[config.mk]
export PLATFORM = sky130hd
export DESIGN_NAME = uart_tx_arbiter
export DESIGN_NICKNAME = d
export VERILOG_FILES = /design/src/rtl/uart_pkg.sv /design/src/rtl/uart_tx_arbiter_rr_arb2.sv /design/src/rtl/uart_tx_arbiter.sv
export SDC_FILE = /design/constraint.sdc
export NUM_CORES = 1
export LEC_CHECK = 0
export BUFFER_PORTS_ARGS = -buffer_cell sky130_fd_sc_hd__buf_2
export CORE_ASPECT_RATIO = 1.75
export CORE_MARGIN = 8
export CORE_UTILIZATION = 46
export CTS_BUF_LIST = sky130_fd_sc_hd__clkbuf_8 sky130_fd_sc_hd__clkbuf_16
export DETAILED_ROUTE_END_ITERATION = 10
export GPL_TIMING_DRIVEN = 0
export PLACE_DENSITY = 0.76
export SYNTH_ARGS = -nofsm -noshare
export SYNTH_HDL_FRONTEND = slang
export SYNTH_SLANG_ARGS = --single-unit
[constraint.sdc]
create_clock -name clk -period 1.6 [get_ports clk]
set_input_delay 0.16 -clock clk [delete_from_list [all_inputs] [get_ports clk]]
set_output_delay 0.16 -clock clk [all_outputs]
set_load 0.02 [all_outputs]
[src/rtl/uart_pkg.sv]
// uart_pkg: shared types and constants for the UART transmit path.
// The CR/LF states are only entered when UART_TX_ARBITER_CRLF_EN is defined.
package uart_pkg;

  localparam int NBYTES_MAX_DEFAULT = 4;

  localparam logic [7:0] ASCII_CR = 8'h0D;
  localparam logic [7:0] ASCII_LF = 8'h0A;

  typedef enum logic [2:0] {
    IDLE,
    SEND,
    WAIT_BUSY,
    WAIT_DONE,
    CR,
    LF,
    FINISH
  } state_t;

endpackage

[src/rtl/uart_tx_arbiter_rr_arb2.sv]
// rr_arb2: two-way round-robin grant; on a tie the requester that did not
// win last time is chosen.
module rr_arb2 (
  input  logic req0,
  input  logic req1,
  input  logic last_id,
  output logic valid,
  output logic gnt
);

  always_comb begin
    valid = req0 | req1;
    gnt   = (req0 & req1) ? ~last_id : req1;
  end

endmodule

[src/rtl/uart_tx_arbiter.sv]
// uart_tx_arbiter: shares one byte-serial UART transmitter between two message sources.
// Define UART_TX_ARBITER_CRLF_EN to append CR, LF after every message.
module uart_tx_arbiter
  import uart_pkg::*;
#(
  parameter int NBYTES_MAX = NBYTES_MAX_DEFAULT,
  parameter int LENW       = 3
) (
  input  logic                    clk,
  input  logic                    rst_n,
  input  logic                    req0,
  input  logic [LENW-1:0]         len0,
  input  logic [8*NBYTES_MAX-1:0] data0,
  output logic                    ack0,
  input  logic                    req1,
  input  logic [LENW-1:0]         len1,
  input  logic [8*NBYTES_MAX-1:0] data1,
  output logic                    ack1,
  output logic                    tstart,
  output logic [7:0]              tbus,
  input  logic                    tready,
  output logic                    busy,
  output logic                    gnt_id
);

  localparam int              BUFW    = 8*NBYTES_MAX;
  localparam logic [LENW-1:0] LEN_CAP = LENW'(NBYTES_MAX);

  state_t          state;
  logic [BUFW-1:0] buffer;
  logic [LENW-1:0] len;
  logic [LENW-1:0] idx;
  logic [LENW-1:0] sel_len;
  logic            arb_valid;
  logic            arb_id;
`ifdef UART_TX_ARBITER_CRLF_EN
  logic [1:0]      term;
`endif

  rr_arb2 u_arb (
    .req0    (req0),
    .req1    (req1),
    .last_id (gnt_id),
    .valid   (arb_valid),
    .gnt     (arb_id)
  );

  assign sel_len = arb_id ? len1 : len0;

  // The buffer shifts left after each byte, so the next byte is always at the top.
  always_ff @(posedge clk or negedge rst_n) begin
    if (!rst_n) begin
      state  <= IDLE;
      buffer <= '0;
      len    <= '0;
      idx    <= '0;
      ack0   <= 1'b0;
      ack1   <= 1'b0;
      tstart <= 1'b0;
      tbus   <= 8'h00;
      busy   <= 1'b0;
      gnt_id <= 1'b1;
`ifdef UART_TX_ARBITER_CRLF_EN
      term   <= 2'd0;
`endif
    end else begin
      ack0   <= 1'b0;
      ack1   <= 1'b0;
      tstart <= 1'b0;
      case (state)
        IDLE: begin
          if (arb_valid) begin
            buffer <= arb_id ? data1 : data0;
            len    <= (sel_len > LEN_CAP) ? LEN_CAP : sel_len;
            idx    <= '0;
            ack0   <= ~arb_id;
            ack1   <= arb_id;
            busy   <= 1'b1;
            gnt_id <= arb_id;
            state  <= SEND;
`ifdef UART_TX_ARBITER_CRLF_EN
            term   <= 2'd0;
`endif
          end
        end
        SEND: begin
          if (idx == len) begin
`ifdef UART_TX_ARBITER_CRLF_EN
            state <= CR;
`else
            state <= FINISH;
`endif
          end else if (tready) begin
            tstart <= 1'b1;
            tbus   <= buffer[BUFW-1 -: 8];
            buffer <= buffer << 8;
            idx    <= idx + LENW'(1);
            state  <= WAIT_BUSY;
          end
        end
        WAIT_BUSY: begin
          if (!tready) state <= WAIT_DONE;
        end
        WAIT_DONE: begin
          if (tready) begin
`ifdef UART_TX_ARBITER_CRLF_EN
            case (term)
              2'd1:    state <= LF;
              2'd2:    state <= FINISH;
              default: state <= SEND;
            endcase
`else
            state <= SEND;
`endif
          end
        end
`ifdef UART_TX_ARBITER_CRLF_EN
        CR: begin
          if (tready) begin
            tstart <= 1'b1;
            tbus   <= ASCII_CR;
            term   <= 2'd1;
            state  <= WAIT_BUSY;
          end
        end
        LF: begin
          if (tready) begin
            tstart <= 1'b1;
            tbus   <= ASCII_LF;
            term   <= 2'd2;
            state  <= WAIT_BUSY;
          end
        end
`endif
        FINISH: begin
          busy  <= 1'b0;
          state <= IDLE;
        end
        default: state <= IDLE;
      endcase
    end
  end

endmodule

After elaboration in Yosys (flattened, before gate mapping)
Cells that the tools add are included.

Register bits after elaboration: 54. Output and inout bits: 13. Logic and storage cells: 63.

$add $sub $neg: 1. $lt $le $gt $ge: 1. Equal/unequal tests: 11. Mux-type cells: 27. Bitwise gates (word level): 5. Reductions and logical operators: 8.

Operator list (number): 32-bit 2-to-1 mux (4); 32-bit one-hot mux with 2 select lines (1); 3-bit 2-to-1 mux (10); 3-bit one-hot mux with 4 select lines (1); 2-bit inequality test, second input constant (5); 1-bit 2-to-1 mux (9); 4-bit AND reduction (2); 3-bit by 2-bit equality test with 1-bit output, second input constant (2); 3-bit one-hot mux with 2 select lines (1); 2-bit AND reduction (2); 2-bit nonzero test (2); 3-bit by 1-bit adder with 3-bit output, second input constant (1); 3-bit by 1-bit equality test with 1-bit output, second input constant (1); 3-bit equality test (1); 3-bit equality test, second input constant (1); 3-bit greater-than comparator, second input constant (1); 3-bit logical NOT (1); 3-bit inequality test, second input constant (1); 1-bit inverter (3); 3-bit AND reduction (1); 1-bit one-hot mux with 2 select lines (1); 1-bit bitwise AND (1); 1-bit bitwise OR (1).

Depth between registers and ports, before layout
Depth after elaboration: 5. Gate-level depth with buffers: 6. Gate-level depth less buffers: 4.

Hierarchy
From an unflattened synthesis, not the netlist that was laid out.

Cell total of the unflattened synthesis: 247. Area, all modules: 2901.5 um^2.

Modules (own cells, without submodules): uart_tx_arbiter (times used 1, cells each 245, area an instance 2887.8 um^2, sequential area each 1352.5 um^2); rr_arb2 (times used 1, cells each 2, area an instance 13.8 um^2, sequential area each 0.0 um^2).

Least setup slack after synthesis
No wires, ideal clock.

Path type: reg-to-reg. Start point: register state[2]. End point: register tbus[0]. Library setup time: 128 ps. Arrival time: 1517 ps. Required time: 1472 ps. Slack: -44 ps. Cell stages (with the launch flop): 6. Period minus slack after synthesis: 1644 ps. Cell sequence: dfrtp_1 > buf_2 > nor3b_2 > o311a_2 > buf_4 > mux2_1.

Longest elaborated chain between the ends: 2.

RTL lines: start, declared (RTL line uart_tx_arbiter.sv:29) `state_t state;`; start signal, assigned (RTL line uart_tx_arbiter.sv:53) `state <= IDLE;`; start signal, assigned (RTL line uart_tx_arbiter.sv:80) `state <= SEND;`; start signal, assigned (RTL line uart_tx_arbiter.sv:91) `state <= FINISH;`; 3-bit by 1-bit equality test with 1-bit output (RTL line uart_tx_arbiter.sv:70) `case (state)`; 3-bit AND reduction (no line); end signal, assigned (RTL line uart_tx_arbiter.sv:95) `tbus <= buffer[BUFW-1 -: 8];`; end, declared (RTL line uart_tx_arbiter.sv:20) `output logic [7:0] tbus,`.

Every way passes these cells. A chain may end at the register's enable or synchronous reset.

Final worst setup path
Start point: register len[2]. End point: register buffer[23].

Longest elaborated chain between the ends: 3.

RTL lines: start, declared (RTL line uart_tx_arbiter.sv:31) `logic [LENW-1:0] len;`; start signal, assigned (RTL line uart_tx_arbiter.sv:74) `len <= (sel_len > LEN_CAP) ? LEN_CAP : sel_len;`; 3-bit equality test (RTL line uart_tx_arbiter.sv:87) `if (idx == len) begin`; 2-bit inequality test (no line); 4-bit AND reduction (no line); end signal, assigned (RTL line uart_tx_arbiter.sv:73) `buffer <= arb_id ? data1 : data0;`; end signal, assigned (RTL line uart_tx_arbiter.sv:96) `buffer <= buffer << 8;`; end, declared (RTL line uart_tx_arbiter.sv:30) `logic [BUFW-1:0] buffer;`.

Every way passes these cells.

==> key figures <==
Placement
  • PortBufs: 86
  • Hpwl dp: 5.74 mm
  • Dpl ws: -0.294 ns
  • GP Congestion: 0.851

Clock network
  • CTS root buffer: clkbuf_8
  • H-tree levels: 2
  • Count of hold buffers inserted by post-cts repair: 0
  • Reg clk slew, reported paths: 0.10 ns
  • CTS tree: done
  • # clock sinks: 54
  • Skew-Pair Late Insertion Delay: 0.32 ns
  • CTS Buf Count: 5
  • Clk buf depth: 2

Setup path
  • CP Data Required Time: 1.86 ns
  • Crit path launch type: flop
  • Critical path class: reg -> reg
  • Worst Setup End Kind: flop
  • R2R Setup Slk: -0.13 ns
  • CP Data Arrival Time: 1.99 ns
  • Crit path max fanout: 10

Die
  • DIE HEIGHT: 119 um
  • Site row count: 37
  • Num ports: 88
  • Die Wd: 74.9 um
  • Initial Utilization: 47.5%
  • Die Area: 8930 sq um
  • Core Footprint: 5880 sq um

Pwr
  • Switching power total: 0.00317 W
  • Pint: 0.00478 W
  • Maximum vdd drop: 1100 uV
  • Clock Power Share: 12.0%
  • Pleak: 1.91 nW
  • Power Dens Cells: 2070 nW/um^2
  • Comb power frac: 57.6%
  • Sequential power share: 30.4%
  • Sw Ratio: 39.9%

Synth
  • Top cell type by total area after synthesis: dfrtp_1
  • Most frequent cells after synthesis: nand2_1 (102), dfrtp_1 (53), a21oi_1 (24), a32o_1 (24)
  • Synthesized area: 2800 sq um
  • Count leader, synth: nand2_1
  • Synth Instances: 294
  • Syn nets: 370
  • Synth top area cells: dfrtp_1 (47%), nand2_1 (14%), a32o_1 (8.6%), a21oi_1 (4.3%), mux2i_1 (3.9%)
  • Number of synthesized flops with an enable pin: 0
  • Share of synthesized registers carrying an async set or reset: 100%
  • Sequential area share after synthesis: 48.4%
  • Flops & latches, synth: 54
  • YS warnings: 0
  • Share of the synthesized area in the top cell type: 47.4%
  • Synth Area per Inst: 9.51 sq um
  • Distinct cells, synth: 39
  • Top FF cell, synth: dfrtp_1

Timing
  • Slew Limit Fails: 0
  • Final setup viols: 43
  • Fmax: 577 MHz
  • Crit share post-route: 108%
  • Worst slew pin tran: 1.20 ns
  • RSZ-0062 raised after global routing: true
  • Fin worst setup slack: -0.133 ns
  • Slew headroom: 20.0%
  • Clk_skew: 0.00787 ns
  • Crit path time final: 1.73 ns
  • Endpoints failing hold: 0

Routing
  • Via count: 2,625
  • Mean routed wirelength per cell: 17.1 um
  • Vias per cell: 5.42
  • # DRC: 0
  • Antenna-violating nets left: 0
  • Drt pass-1 iters: 4
  • Initial DRC count: 216
  • Drt total wl: 8.29 mm

Cells and area
  • Antenna cells: 0
  • Nets: 481
  • Area growth syn-to-layout: 37.5%
  • Share of cells above drive strength 1: 40.6%
  • Final Util: 65.4%

Global routing
  • First-pass GRT wire length: 13.4 mm
  • Initial antenna violation count: 0
  • Vias in the first global route: 2,760
  • Largest net degree at the start of global routing: 55
  • Remaining global-route overflow: 0
  • GR Util All Layers: 19.1%

Outcome
  • Failing checks: negative setup slack
  • Status: finished, violations left

Job
  • Max-cap violations: 0

Hold path
  • Hold Path Class: in -> async
registers in the layout (all words and copies together), names as in the netlist:
signal	cells
busy	1
tbus	8
idx	3
len	3
buffer	32
gnt_id	1
state	3
tstart	1
ack1	1
ack0	1
power by group through the flow:
stage	logic [W]	registers (W)	clock network (W)
2_1_floorplan	0.00245	0.00249	0
3_3_place_gp	0.00340	0.00236	0
3_5_place_dp	0.00350	0.00238	0
4_1_cts	0.00425	0.00239	0.000957
5_1_grt	0.00498	0.00251	0.00100
6_report	0.00458	0.00241	0.000954
path summary, 6_finish.rpt:
path,cells past startpoint,to,from
worst min register to register,1,buffer[24],buffer[24]
worst max register to register,5,buffer[23],len[2]
worst min-delay path,1,idx[2],rst_n
min in group clk,3,buffer[5],data1[5]
worst max-delay path,5,buffer[23],len[2]
max in group asynchronous,1,buffer[31],rst_n
timing repair:
item | 4_1_cts | 5_1_grt
pin swaps | 9 | 2
buffers inserted | 13 | 3
setup endpoints to repair | 51 | 48
resized for setup | 45 | 15
cloned | 2 | 1
endpoints found under the hold margin | 0 | 0
cell type report:
type	count	area [sq um]
Clock inverter	3	47.5
Multi-Input combinational cell	213	1460
Buffer	23	193
Timing Repair Buffer	105	612
Fill cell	499	2040
Inverter	3	11.3
Tap cell	78	97.6
Clock buffer	5	68.8
Sequential cell	54	1350
worst max-delay path: stages, from the launching register on:
cell and delay (ns):
dfrtp_1 0.42, xor2_2 0.22, o311a_4 0.43, nor2_4 0.28
buf_6 0.20, a32o_1 0.13
per-layer routing:
metal	part of all wire (%)	global-route usage, %	vias to the layer above
li1	-	-	1256
met1	37	22.2	1266
met2	55	33.5	95
met3	6.7	3.53	8
met4	1.3	5.93	0
met5	0	0	-
through the flow:
step	cell area [sq um]	cells	power [W]	TNS, ns	hold WS [ns]
CTS	3730	480	0.00759	-2.88	0.124
floorplan	2820	294	0.00494	0	-0.136
finish	3840	484	0.00794	-4.42	0.0800
detailed placement	3350	458	0.00588	-8.65	0.455
global placement	3350	458	0.00576	-7.71	0.439
global route	3840	484	0.00849	-6.98	0.159
kinds of logic (layout without fill, tap and decap cells):
logic type,count (synthesis),count (layout),share of synthesized area [%]
fa+ha+maj,1,1,0.448
simple gates,119,119,17.9
xor+xnor,3,3,1.21
mux,20,20,7.56
buf+inv,27,139,4.79
flops,54,54,48.4
compound gates,70,70,19.7
cells in the final DEF, fill, tap and decap left out, types with 4 or more instances in the layout:
master	instances
a32o_1	23
nor2_1	4
buf_4	14
buf_6	14
a21oi_1	24
mux2_4	8
buf_2	89
clkbuf_8	5
clkbuf_2	4
nand2_1	101
dfrtp_1	53
o2bb2ai_2	6
mux2i_1	11
No activity file was read; power rests on OpenSTA's default activity.
